`src/rtl/lsb_serializer_if.sv`:
```
// lsb_serializer_if: load handshake and serial output bundle for lsb_serializer.
// master = the word producer / stream consumer side, slave = the serializer.
interface lsb_serializer_if #(
    parameter int DATA_SIZE = 8
);
    logic                 load_valid;
    logic                 load_ready;
    logic [DATA_SIZE-1:0] d;
    logic                 q_serial;
    logic                 q_valid;
    logic                 q_first;
    logic                 q_last;
    logic                 done;

    modport master (
        output load_valid,
        output d,
        input  load_ready,
        input  q_serial,
        input  q_valid,
        input  q_first,
        input  q_last,
        input  done
    );

    modport slave (
        input  load_valid,
        input  d,
        output load_ready,
        output q_serial,
        output q_valid,
        output q_first,
        output q_last,
        output done
    );
endinterface

```
`src/rtl/lsb_serializer.sv`:
```
// lsb_serializer: parallel-in, serial-out transmitter, LSB first, with
// first/last framing strobes, a done pulse and gap-free back-to-back frames.
// Optional feature: define SERIALIZER_PARITY_EN to append an even-parity bit
// to every frame (frame length becomes DATA_SIZE+1).
module lsb_serializer #(
    parameter int DATA_SIZE = 8
) (
    input  logic             clk,
    input  logic             rst_n,
    input  logic             en,
    lsb_serializer_if.slave  bus
);

`ifdef SERIALIZER_PARITY_EN
    localparam int FRAME_LEN = DATA_SIZE + 1;
`else
    localparam int FRAME_LEN = DATA_SIZE;
`endif
    localparam int             CNT_W = $clog2(FRAME_LEN);
    localparam logic [CNT_W-1:0] LAST = CNT_W'(FRAME_LEN - 1);

    typedef enum logic {
        IDLE,
        SHIFT
    } state_t;

    state_t               state_q, state_d;
    logic [DATA_SIZE-1:0] sr_q, sr_d;
    logic [CNT_W-1:0]     cnt_q, cnt_d;
    logic                 q_serial_q, q_serial_d;
    logic                 q_valid_q, q_valid_d;
    logic                 q_first_q, q_first_d;
    logic                 q_last_q, q_last_d;
    logic                 done_q, done_d;
`ifdef SERIALIZER_PARITY_EN
    logic                 parity_q, parity_d;
`endif

    logic at_last;
    logic accept;
    logic next_bit;

    // The final frame bit is on the line; a new word may replace it seamlessly.
    assign at_last        = (state_q == SHIFT) && (cnt_q == LAST);
    assign bus.load_ready = en && ((state_q == IDLE) || at_last);
    assign accept         = bus.load_valid && bus.load_ready;

    // Bit that follows the one currently on q_serial (parity slot after the last data bit).
    always_comb begin
`ifdef SERIALIZER_PARITY_EN
        next_bit = (cnt_q == CNT_W'(DATA_SIZE - 1)) ? parity_q : sr_q[1];
`else
        next_bit = sr_q[1];
`endif
    end

    // Next-state logic: accept, shift, or end-of-frame; everything holds when en=0.
    always_comb begin
        state_d    = state_q;
        sr_d       = sr_q;
        cnt_d      = cnt_q;
        q_serial_d = q_serial_q;
        q_valid_d  = q_valid_q;
        q_first_d  = q_first_q;
        done_d     = 1'b0;
`ifdef SERIALIZER_PARITY_EN
        parity_d   = parity_q;
`endif
        if (en) begin
            done_d = at_last;
            if (accept) begin
                state_d    = SHIFT;
                sr_d       = bus.d;
                cnt_d      = '0;
                q_serial_d = bus.d[0];
                q_valid_d  = 1'b1;
                q_first_d  = 1'b1;
`ifdef SERIALIZER_PARITY_EN
                parity_d   = ^bus.d;
`endif
            end else if (state_q == SHIFT) begin
                if (cnt_q != LAST) begin
                    sr_d       = {1'b0, sr_q[DATA_SIZE-1:1]};
                    cnt_d      = cnt_q + CNT_W'(1);
                    q_serial_d = next_bit;
                    q_first_d  = 1'b0;
                end else begin
                    state_d    = IDLE;
                    q_serial_d = 1'b0;
                    q_valid_d  = 1'b0;
                    q_first_d  = 1'b0;
                end
            end
        end
        q_last_d = (state_d == SHIFT) && (cnt_d == LAST);
    end

    // State and registered outputs, synchronous active-low reset.
    always_ff @(posedge clk) begin
        if (!rst_n) begin
            state_q    <= IDLE;
            sr_q       <= '0;
            cnt_q      <= '0;
            q_serial_q <= 1'b0;
            q_valid_q  <= 1'b0;
            q_first_q  <= 1'b0;
            q_last_q   <= 1'b0;
            done_q     <= 1'b0;
`ifdef SERIALIZER_PARITY_EN
            parity_q   <= 1'b0;
`endif
        end else begin
            state_q    <= state_d;
            sr_q       <= sr_d;
            cnt_q      <= cnt_d;
            q_serial_q <= q_serial_d;
            q_valid_q  <= q_valid_d;
            q_first_q  <= q_first_d;
            q_last_q   <= q_last_d;
            done_q     <= done_d;
`ifdef SERIALIZER_PARITY_EN
            parity_q   <= parity_d;
`endif
        end
    end

    // During data bits the line must mirror the low end of the shift register.
    always_ff @(posedge clk) begin
        if (rst_n && (state_q == SHIFT) && (int'(cnt_q) < DATA_SIZE)) begin
            assert (q_serial_q == sr_q[0]);
        end
    end

    assign bus.q_serial = q_serial_q;
    assign bus.q_valid  = q_valid_q;
    assign bus.q_first  = q_first_q;
    assign bus.q_last   = q_last_q;
    assign bus.done     = done_q;

endmodule

```
`src/flat_wrapper.sv`:
```
// flat-port wrapper written by rule: the top's interface ports become plain ports
module lsb_serializer_flat 
#(
    parameter int DATA_SIZE = 8
)
  (clk, rst_n, en, bus_load_valid, bus_d, bus_load_ready, bus_q_serial, bus_q_valid, bus_q_first, bus_q_last, bus_done);
  lsb_serializer_if #(.DATA_SIZE(DATA_SIZE)) bus_i ();
  input  logic clk;
  input  logic rst_n;
  input  logic en;
  input wire logic [$bits(bus_i.load_valid)-1:0] bus_load_valid;
  input wire logic [$bits(bus_i.d)-1:0] bus_d;
  output wire logic [$bits(bus_i.load_ready)-1:0] bus_load_ready;
  output wire logic [$bits(bus_i.q_serial)-1:0] bus_q_serial;
  output wire logic [$bits(bus_i.q_valid)-1:0] bus_q_valid;
  output wire logic [$bits(bus_i.q_first)-1:0] bus_q_first;
  output wire logic [$bits(bus_i.q_last)-1:0] bus_q_last;
  output wire logic [$bits(bus_i.done)-1:0] bus_done;
  assign bus_i.load_valid = bus_load_valid;
  assign bus_i.d = bus_d;
  assign bus_load_ready = bus_i.load_ready;
  assign bus_q_serial = bus_i.q_serial;
  assign bus_q_valid = bus_i.q_valid;
  assign bus_q_first = bus_i.q_first;
  assign bus_q_last = bus_i.q_last;
  assign bus_done = bus_i.done;
  lsb_serializer #(.DATA_SIZE(DATA_SIZE)) u_core (.clk(clk), .rst_n(rst_n), .en(en), .bus(bus_i));
endmodule
```
`config.mk`:
```
export PLATFORM = sky130hd
export DESIGN_NAME = lsb_serializer_flat
export DESIGN_NICKNAME = d
export VERILOG_FILES = /design/src/rtl/lsb_serializer_if.sv /design/src/rtl/lsb_serializer.sv /design/src/flat_wrapper.sv
export SDC_FILE = /design/constraint.sdc
export NUM_CORES = 1
export LEC_CHECK = 0
export ABC_AREA = 1
export CAP_MARGIN = 20
export CORE_MARGIN = 1.5
export CORE_UTILIZATION = 45
export CTS_BUF_LIST = sky130_fd_sc_hd__clkbuf_4 sky130_fd_sc_hd__clkbuf_8 sky130_fd_sc_hd__clkbuf_16
export CTS_CLUSTER_DIAMETER = 200
export DETAILED_ROUTE_END_ITERATION = 6
export PLACE_DENSITY = 0.75
export SKIP_LAST_GASP = 1
export SLEW_MARGIN = 25
export SYNTH_ARGS = -nofsm -noshare
export SYNTH_HDL_FRONTEND = slang
export SYNTH_SLANG_ARGS = --single-unit
```
`constraint.sdc`:
```
create_clock -name clk -period 1.8 [get_ports clk]
set_input_delay 0.36 -clock clk [delete_from_list [all_inputs] [get_ports clk]]
set_output_delay 0.36 -clock clk [all_outputs]
set_load 0.01 [all_outputs]
```
==> flow_summary.toml <==
[run_status]
status = "finished clean"

[placed_design]
numPortBuffers = 17
gp_congestion = 0.832
dp_worst_setup_slack_ns = -0.0880
dp_hpwl_microns = 1170

[detailed_routing]
vias_per_cell = 5.16
finalWirelength_microns = 1590
dr_wl_met2_microns = 753
top_layer_used = "met4"
met3_length_microns = 54
drt-initial-drc-count = 13
drc = 0
ant_nets = 0
wl_met1_microns = 744
dr.pass1.iters = 4
route.detailed.wl_per_inst_microns = 12.1
vias = 681

[die]
num_rows = 13
die_area_sq_um = 1730
die_w_microns = 41.6
die_h_microns = 41.6
io_pins = 18
core_sq_um = 1350
initial_core_util_pct = 49.7

[yosys]
syn_area_sq_um = 671
ys_seq_elements = 16
ys_warn_count = 0
syn_inst = 88
synth_top_cell_area_share_pct = 47.8
synth_area_leaders = "dfxtp_1 48%, nand3_1 7.5%, nand2_1 7.3%"
synth_fp_nets = 101
avgSynthCellArea_sq_um = 7.62
yosysTopAreaCell = "dfxtp_1"
ys_types = 15
yosysSeqAreaShare_pct = 47.8

[grt]
antenna_found_initial = 0
grt_overflow = 0
grt_pass1_vias = 643
grt_usage_pct = 20.3
grt_max_degree = 11
grt_pass1_wl_microns = 2620

[cells_and_area]
utilization_pct = 70.5
nFillCells = 111
fin_nets = 131
num_antenna_cells = 0
synthToLayoutAreaGrowth_pct = 42.0
drive_gt1_share_pct = 17.1

[sta]
tightest_slew_ns = 0.203
slew_viol_final = 0
report.final.hold_viol_count = 0
post-route-min-period_ns = 1.70
rsz0062_at_grt = "false"
setup_slack_ns = 0.0998
holdWs_ns = 0.474
fin_crit_sh_pct = 94.5
slew_headroom_pct = 86.3
fmaxAchievable_mhz = 588
skew_ns = 0.00114
finalSetupViolations = 0

[critical_path]
cp-end-kind = "output pin"
reg2reg_slack_ns = 0.31
required_ns = 1.44
critPathLaunchType = "flop"
arrival_ns = 1.34
cp_max_fo = 3
crit_type = "flop to output pin"

[clock_network]
cts_setup_buffers = 0
cts_tree = "done"
clockBufferDepth = 2
clock_latency_ns = 0.29
cts_buffers = 3
cts_root_buf = "clkbuf_4"
clkTransAtPathRegs_ns = 0.09
cts_sinks = 16
ctsHtreeMaxLevel = 1
cts_hold_buf = 0

[pwr]
powerDensity_nw_per_um2 = 796
fin_total_pwr_mw = 0.758
leakage_nw = 0.453
irDropWorstVdd_v = 0.000528

[job]
cap_violations = 0

[min_path]
holdCritPathClass = "flop to flop"
[state kept, by name, summed over array words and instances (netlist names)]
register	cells
u_core.sr_q	7
u_core.state_q	1
u_core.bus.q_first	1
u_core.bus.q_last	1
u_core.bus.q_serial	1
u_core.cnt_q	3
u_core.bus.q_valid	1
u_core.bus.done	1
[metal layers]
metal | vias up | GRT usage, %
met1 | 304 | 23.9
met4 | 0 | 12.9
li1 | 351 | -
met2 | 20 | 32.5
met3 | 6 | 5.22
met5 | - | 0
[stage by stage]
| step | cell area, sq um | setup TNS [ns] | std cells |
|---|---|---|---|
| 2_1_floorplan | 671 | 0 | 88 |
| 4_1_cts | 951 | 0 | 132 |
| 5_1_grt | 952 | 0 | 132 |
| 6_report | 952 | 0 | 132 |
| 3_5_place_dp | 916 | -0.0880 | 128 |
| 3_3_place_gp | 916 | -0.0628 | 128 |
[layout by cell type (no fill, tap or decap), drive strengths merged]
cell type / n
nor2: 10
o21ai: 8
nand2: 17
nor3: 1
dlygate4sd2: 1
ha: 1
dfxtp: 16
inv: 12
buf: 9
nand3: 10
clkdlybuf4s50: 16
a21oi: 5
and2: 1
o22ai: 6
clkbuf: 4
[area by class of cell]
cell class / count / area (sq um) / area share [%]
timing repair buffer: 26 / 236 / 24.8
inverter: 12 / 45.0 / 4.73
multi-input combinational: 59 / 294 / 30.9
tap: 15 / 18.8 / 1.97
sequential: 16 / 322 / 33.8
clock buffer: 4 / 36.3 / 3.81
[worst max-delay path: stages (launching register included)]
cell	delay, ns
dfxtp_2	0.34
ha_1	0.20
nand2_1	0.08
nand2_1	0.07
inv_1	0.06
nor2_1	0.03
dlygate4sd2_1	0.27
[timing repair]
action | in CTS | in global routing
pin swaps | 0 | 0
resized for setup | 1 | 1
cloned | 0 | 0
endpoints found under the setup margin | 1 | 1
[Yosys cell counts]
library cell and count:
o22ai_1 6, dfxtp_1 16, ha_1 1, nand3_1 10, a21oi_1 5, buf_6 1, and2_2 1, nand2_4 1
inv_2 1, inv_1 11, nand2_2 3, nor2_1 10, nand2_1 13, o21ai_0 8, nor3_1 1
[cells by family after synthesis]
kind of cell,Yosys count,share of synthesized area (%)
AO/OA/AOI/OAI,19,15.3
adder cells (fa/ha/maj),1,1.87
buffers and inverters,13,8.39
flip-flops,16,47.8
AND/OR/NAND/NOR,39,26.7
[report_power, final]
part | switching (mW) | internal, mW | total (mW)
combinational | 0.0604 | 0.0663 | 0.127
sequential | 0.0120 | 0.376 | 0.388
clock | 0.120 | 0.123 | 0.243
[path summary, 6_finish.rpt]
check / endpoint / cells after the start / start
setup / recovery: bus_load_ready / 6 / u_core.cnt_q[0]$_SDFF_PN0_
hold / removal: u_core.bus.q_valid$_SDFFE_PN0P_ / 2 / u_core.bus.q_valid$_SDFFE_PN0P_
setup reg to reg: u_core.sr_q[3]$_SDFFE_PN0P_ / 7 / u_core.cnt_q[0]$_SDFF_PN0_
hold reg to reg: u_core.bus.q_valid$_SDFFE_PN0P_ / 2 / u_core.bus.q_valid$_SDFFE_PN0P_
Power figures use the tool's default switching activity.
